==> config.mk <==
export PLATFORM = sky130hd
export DESIGN_NAME = iis_tx_serializer
export DESIGN_NICKNAME = d
export VERILOG_FILES = /design/src/rtl/iis_tx_serializer.sv
export SDC_FILE = /design/constraint.sdc
export NUM_CORES = 1
export LEC_CHECK = 0
export BUFFER_PORTS_ARGS = -buffer_cell sky130_fd_sc_hd__clkbuf_2
export CORE_MARGIN = 1
export CORE_UTILIZATION = 45
export DETAILED_ROUTE_END_ITERATION = 7
export HOLD_SLACK_MARGIN = 0.08
export PLACE_DENSITY = 0.72
export SLEW_MARGIN = 10
export SYNTH_ARGS = -nofsm -noshare
export SYNTH_HDL_FRONTEND = slang
export SYNTH_SLANG_ARGS = --single-unit
==> constraint.sdc <==
create_clock -name clk_in -period 2.8 [get_ports clk_in]
set_clock_uncertainty 0.2 [all_clocks]
set_input_delay 0.14 -clock clk_in [delete_from_list [all_inputs] [get_ports clk_in]]
set_output_delay 0.14 -clock clk_in [all_outputs]
set_load 0.01 [all_outputs]
==> src/rtl/iis_tx_serializer.sv <==
// I2S (Philips) transmit serializer: pops one FIFO word per channel slot into a
// shadow register and shifts it out MSB first, with one-bit ws lead and zero-fill.
module iis_tx_serializer #(
   parameter int DATA_WIDTH = 16,
   parameter int CLK_DIV    = 4
) (
   input  logic                  clk_in,
   input  logic                  rst,
   input  logic                  tx_en,
   input  logic                  fifo_empty,
   input  logic                  fifo_valid,
   input  logic [DATA_WIDTH-1:0] fifo_dout,
   output logic                  fifo_rden,
   output logic                  sck,
   output logic                  ws,
   output logic                  sd,
   output logic                  busy,
   output logic                  underrun,
   output logic [31:0]           send_num,
   output logic                  send_finish
);

   localparam logic [1:0] S_IDLE  = 2'd0;
   localparam logic [1:0] S_PRIME = 2'd1;
   localparam logic [1:0] S_RUN   = 2'd2;
   localparam logic [1:0] S_STOP  = 2'd3;

   localparam int DIV_W = (CLK_DIV > 1) ? $clog2(CLK_DIV) : 1;
   localparam int BIT_W = $clog2(DATA_WIDTH);
   localparam logic [DIV_W-1:0] DIV_LAST = DIV_W'(CLK_DIV - 1);
   localparam logic [BIT_W-1:0] BIT_LAST = BIT_W'(DATA_WIDTH - 1);
   localparam logic [BIT_W-1:0] BIT_PEN  = BIT_W'(DATA_WIDTH - 2);

   logic [1:0]            state_q, state_d;
   logic [DIV_W-1:0]      div_q, div_d;
   logic [BIT_W-1:0]      bit_q, bit_d;
   logic                  sck_q, sck_d;
   logic                  ws_q, ws_d;
   logic [DATA_WIDTH-1:0] shift_q, shift_d;
   logic [DATA_WIDTH-1:0] shadow_q, shadow_d;
   logic                  full_q, full_d;
   logic                  pend_q, pend_d;
   logic                  stop_q, stop_d;
   logic                  rden_q, rden_d;
   logic                  under_q, under_d;
   logic                  finish_q, finish_d;
   logic [31:0]           send_num_q, send_num_d;
   logic                  active, fall;

   always_comb begin
      state_d    = state_q;
      div_d      = div_q;
      bit_d      = bit_q;
      sck_d      = sck_q;
      ws_d       = ws_q;
      shift_d    = shift_q;
      shadow_d   = shadow_q;
      full_d     = full_q;
      pend_d     = pend_q;
      stop_d     = stop_q;
      rden_d     = 1'b0;
      under_d    = 1'b0;
      finish_d   = 1'b0;
      send_num_d = send_num_q;

      active = (state_q == S_RUN) || (state_q == S_STOP);
      fall   = active && sck_q && (div_q == DIV_LAST);

      if (active) begin
         if (div_q == DIV_LAST) begin
            div_d = '0;
            sck_d = ~sck_q;
         end else begin
            div_d = div_q + DIV_W'(1);
         end
      end else begin
         div_d = '0;
         sck_d = 1'b0;
      end

      case (state_q)
         S_IDLE: begin
            ws_d    = 1'b1;
            shift_d = '0;
            stop_d  = 1'b0;
            if (tx_en) state_d = S_PRIME;
         end
         S_PRIME: begin
            // The lead-in period behaves as the last bit of a virtual right slot.
            if (full_q) begin
               state_d = S_RUN;
               ws_d    = 1'b0;
               shift_d = '0;
               bit_d   = BIT_LAST;
            end else if (!tx_en) begin
               state_d = S_IDLE;
            end
         end
         S_RUN: begin
            if (!tx_en) stop_d = 1'b1;
            if (fall) begin
               if (bit_q == BIT_LAST) begin
                  bit_d = '0;
                  // ws already reflects the slot being started here
                  if (ws_q && (stop_q || !tx_en)) state_d = S_STOP;
                  if (full_q) begin
                     shift_d    = shadow_q;
                     full_d     = 1'b0;
                     send_num_d = send_num_q + 32'd1;
                  end else begin
                     shift_d = '0;
                     under_d = 1'b1;
                  end
               end else begin
                  bit_d   = bit_q + BIT_W'(1);
                  shift_d = {shift_q[DATA_WIDTH-2:0], 1'b0};
                  if (bit_q == BIT_PEN) ws_d = ~ws_q;
               end
            end
         end
         S_STOP: begin
            if (fall) begin
               if (bit_q == BIT_LAST) begin
                  state_d  = S_IDLE;
                  shift_d  = '0;
                  ws_d     = 1'b1;
                  full_d   = 1'b0;
                  stop_d   = 1'b0;
                  finish_d = 1'b1;
               end else begin
                  bit_d   = bit_q + BIT_W'(1);
                  shift_d = {shift_q[DATA_WIDTH-2:0], 1'b0};
               end
            end
         end
         default: state_d = S_IDLE;
      endcase

      if (((state_q == S_PRIME) || (state_q == S_RUN)) && !full_q && !pend_q && !fifo_empty) begin
         rden_d = 1'b1;
         pend_d = 1'b1;
      end

      // A word landing on a slot boundary refills shadow for the following slot.
      if (fifo_valid) begin
         pend_d = 1'b0;
         if (state_q != S_STOP) begin
            shadow_d = fifo_dout;
            full_d   = 1'b1;
         end
      end
   end

   always_ff @(posedge clk_in or posedge rst) begin
      if (rst) begin
         state_q    <= S_IDLE;
         div_q      <= '0;
         bit_q      <= '0;
         sck_q      <= 1'b0;
         ws_q       <= 1'b1;
         shift_q    <= '0;
         shadow_q   <= '0;
         full_q     <= 1'b0;
         pend_q     <= 1'b0;
         stop_q     <= 1'b0;
         rden_q     <= 1'b0;
         under_q    <= 1'b0;
         finish_q   <= 1'b0;
         send_num_q <= '0;
      end else begin
         state_q    <= state_d;
         div_q      <= div_d;
         bit_q      <= bit_d;
         sck_q      <= sck_d;
         ws_q       <= ws_d;
         shift_q    <= shift_d;
         shadow_q   <= shadow_d;
         full_q     <= full_d;
         pend_q     <= pend_d;
         stop_q     <= stop_d;
         rden_q     <= rden_d;
         under_q    <= under_d;
         finish_q   <= finish_d;
         send_num_q <= send_num_d;
      end
   end

   assign fifo_rden   = rden_q;
   assign sck         = sck_q;
   assign ws          = ws_q;
   assign sd          = shift_q[DATA_WIDTH-1];
   assign busy        = (state_q != S_IDLE);
   assign underrun    = under_q;
   assign send_num    = send_num_q;
   assign send_finish = finish_q;

endmodule

==> flow_summary.json <==
{
  "vias_per_cell": 5.32,
  "clkSlewWorstSetupHoldPaths_ns": 0.08,
  "final_antenna_net_count": 0,
  "area_growth_syn_to_layout_pct": 22.6,
  "numCtsBuffers": 9,
  "place_area_um2": 4150,
  "routed_wl_um": 7360,
  "hpwl_um": 5090,
  "layout.nets": 447,
  "clock-sinks": 80,
  "cp_max_fo": 14,
  "io_pins": 60,
  "layout-drive-gt1-share_pct": 26.7,
  "hold_class": "flip-flop to flip-flop",
  "die_w_um": 92.4,
  "vias": 2779,
  "cts.htree.levels": 3,
  "arrival_ns": 2.49,
  "route.detailed.drc": 0,
  "status": "finished, final reports clean",
  "synth_async_sr_flop_share_pct": 100,
  "hold_viol": 0,
  "fin_crit_sh_pct": 86.7,
  "critPathLaunch": "state_q[0]",
  "drv_slew": 0,
  "grt_pass1_wl_um": 12500,
  "fmax_mhz": 412,
  "postCtsSetupBuffers": 0,
  "r2r-end": "shift_q[4]",
  "synth_cell_type_count": 44,
  "max_cap_violations": 0,
  "firstDrtPassIters": 4,
  "synth_area_per_cell_um2": 11.3,
  "critical_path_class": "flip-flop to flip-flop",
  "rsz0062_at_grt": "false",
  "dpl_worst_slack_ns": 0.338,
  "rr_startpoint": "state_q[0]",
  "ir_worst_vdd_mv": 0.278,
  "antennaDiodeCount": 0,
  "syn_area_um2": 3680,
  "place_congestion": 0.819,
  "worstSkewPairLatency_ns": 0.34,
  "dr.max_layer_used": "met4",
  "power.density_nw_per_um2": 644,
  "grt_max_degree": 49,
  "final_area_um2": 4510,
  "ff2ff_setup_slack_ns": 0.37,
  "synthFlopType": "dfrtp_1",
  "dieArea_um2": 8550,
  "cts_tree": "built",
  "wl_met2_um": 3510,
  "holdPathStages": 1,
  "cts_root_buf": "clkbuf_8",
  "yosys_warnings": 0,
  "period_needed_ns": 2.43,
  "grt_remaining_overflow": 0,
  "syn_nets": 356,
  "utilization_pct": 57.8,
  "max-slew-margin-rel_pct": 34.6,
  "ys_seq_area_share_pct": 54.4,
  "fin_ws_ns": 0.371,
  "crit_required_ns": 2.86,
  "synthCells": 325,
  "fp.dieH_um": 92.4,
  "met3_length_um": 271,
  "first_global_vias": 2748,
  "rows": 32,
  "setup_viol": 0,
  "clock_path_buffers": 2,
  "endpoint_kind": "flip-flop",
  "core_um2": 7810,
  "initial_utilization_pct": 47.1,
  "worstMarginPinSlew_ns": 0.978,
  "grt_usage_pct": 18.5,
  "crit_end": "shift_q[4]",
  "synth_edf_count": 0,
  "ys_ff_latch": 80,
  "wl_per_cell_um": 14.1,
  "drtIter0Drc": 157,
  "cellLeakagePower_nw": 2.07,
  "cp-start-kind": "flip-flop",
  "fin_tns_setup_ns": 0,
  "finalPower_mw": 2.90,
  "antenna_found_initial": 0,
  "worstRegToRegCells": 6,
  "io_buffers": 59,
  "routedLengthMet1_um": 3450
}
==> layer usage <==
metal,global-route usage (%),vias up
li1,-,1350
met1,23.9,1355
met2,29.8,62
met3,3.86,12
met4,8.85,0
met5,0,-
==> layout by cell type, fill, tap and decap left out, types with 10 or more instances in the layout <==
cell / synthesis / layout
clkbuf_2: 0 / 59
nand4_1: 19 / 19
dlygate4sd3_1: 0 / 20
nand2_1: 27 / 27
xnor2_1: 28 / 28
ha_1: 10 / 10
a22oi_1: 16 / 16
nand3_1: 13 / 13
dfrtp_1: 79 / 79
mux2_2: 18 / 18
o21ai_0: 18 / 18
nor2_1: 13 / 13
inv_1: 14 / 13
==> power by group <==
group / switching (mW) / internal [mW] / total, mW
sequential: 0.0879 / 1.29 / 1.38
combinational: 0.451 / 0.359 / 0.809
clock: 0.401 / 0.317 / 0.718
total: 0.940 / 1.97 / 2.90
==> cell type report <==
cell class | instances | area [um^2]
clock buffer | 10 | 128
clock inverter | 5 | 35.0
fill | 692 | 3290
inverter | 14 | 52.6
multi-input combinational | 222 | 1580
sequential | 80 | 2000
tap | 102 | 128
timing repair buffer | 89 | 583
==> flip-flops by register name, summed over array words and instances (netlist names), named ones only <==
register     count
shift_q         16
fifo_rden        1
send_finish      1
stop_q           1
ws               1
state_q          1
pend_q           1
full_q           1
bit_q            4
underrun         1
send_num        32
div_q            2
shadow_q        16
sck              1
==> metrics by stage <==
stage                     hold slack (ns)  std cells
after global placement             0.0766        487
final                               0.241        522
after floorplan                   0.00641        325
after CTS                           0.247        522
after detailed placement           0.0835        487
after global routing                0.260        522
==> synth_stat cells, types with 2 or more instances <==
library cell / n / area (um^2)
dfrtp_1: 79 / 1980
xnor2_1: 28 / 245
nand2_1: 27 / 101
nand4_1: 19 / 119
mux2_2: 18 / 203
o21ai_0: 18 / 90.1
a22oi_1: 16 / 120
inv_1: 14 / 52.6
nand3_1: 13 / 65.1
nor2_1: 13 / 48.8
ha_1: 10 / 125
nor3_1: 8 / 40.0
a21oi_1: 5 / 25.0
clkbuf_1: 5 / 18.8
and2_1: 4 / 25.0
and3_1: 4 / 25.0
nand2b_1: 4 / 25.0
xor2_1: 4 / 35.0
buf_2: 3 / 15.0
a211oi_1: 2 / 15.0
a31oi_1: 2 / 12.5
and4_1: 2 / 17.5
mux2i_1: 2 / 20.0
nor2b_1: 2 / 12.5
nor4_2: 2 / 25.0
o22a_1: 2 / 17.5
o32a_1: 2 / 20.0
==> kinds of logic (layout without fill, tap and decap cells) <==
logic type	count (synthesis)	count (layout)	share of synthesized area [%]
AO/OA/AOI/OAI	53	53	9.59
XOR/XNOR	32	32	7.61
adder cells (fa/ha/maj)	10	10	3.40
multiplexers	20	20	6.05
AND/OR/NAND/NOR	107	107	16.4
flip-flops	80	80	54.4
buffers and inverters	23	118	2.55
==> worst max-delay path, stage by stage (launching register included) <==
cell and delay, ns:
dfrtp_1 0.43, inv_1 0.14, ha_1 0.33, nor2_1 0.14, nor2_1 0.76, a22oi_1 0.14, o21ai_0 0.22
==> what timing repair did <==
item                                   CTS  global route
gates resized for setup                  0             0
endpoints found under the hold margin   51             0
hold buffers                            20             0
==> worst min path at each step <==
stage                    start  slack [ns]      endpoint
detailed placement         rst        0.08  send_num[31]
global route          div_q[0]        0.26      div_q[0]
floorplan           fifo_valid       0.006        pend_q
global placement           rst        0.08  send_num[30]
CTS                   div_q[0]        0.25      div_q[0]
finish                div_q[0]        0.24      div_q[0]
(Power assumes the default switching activity.)
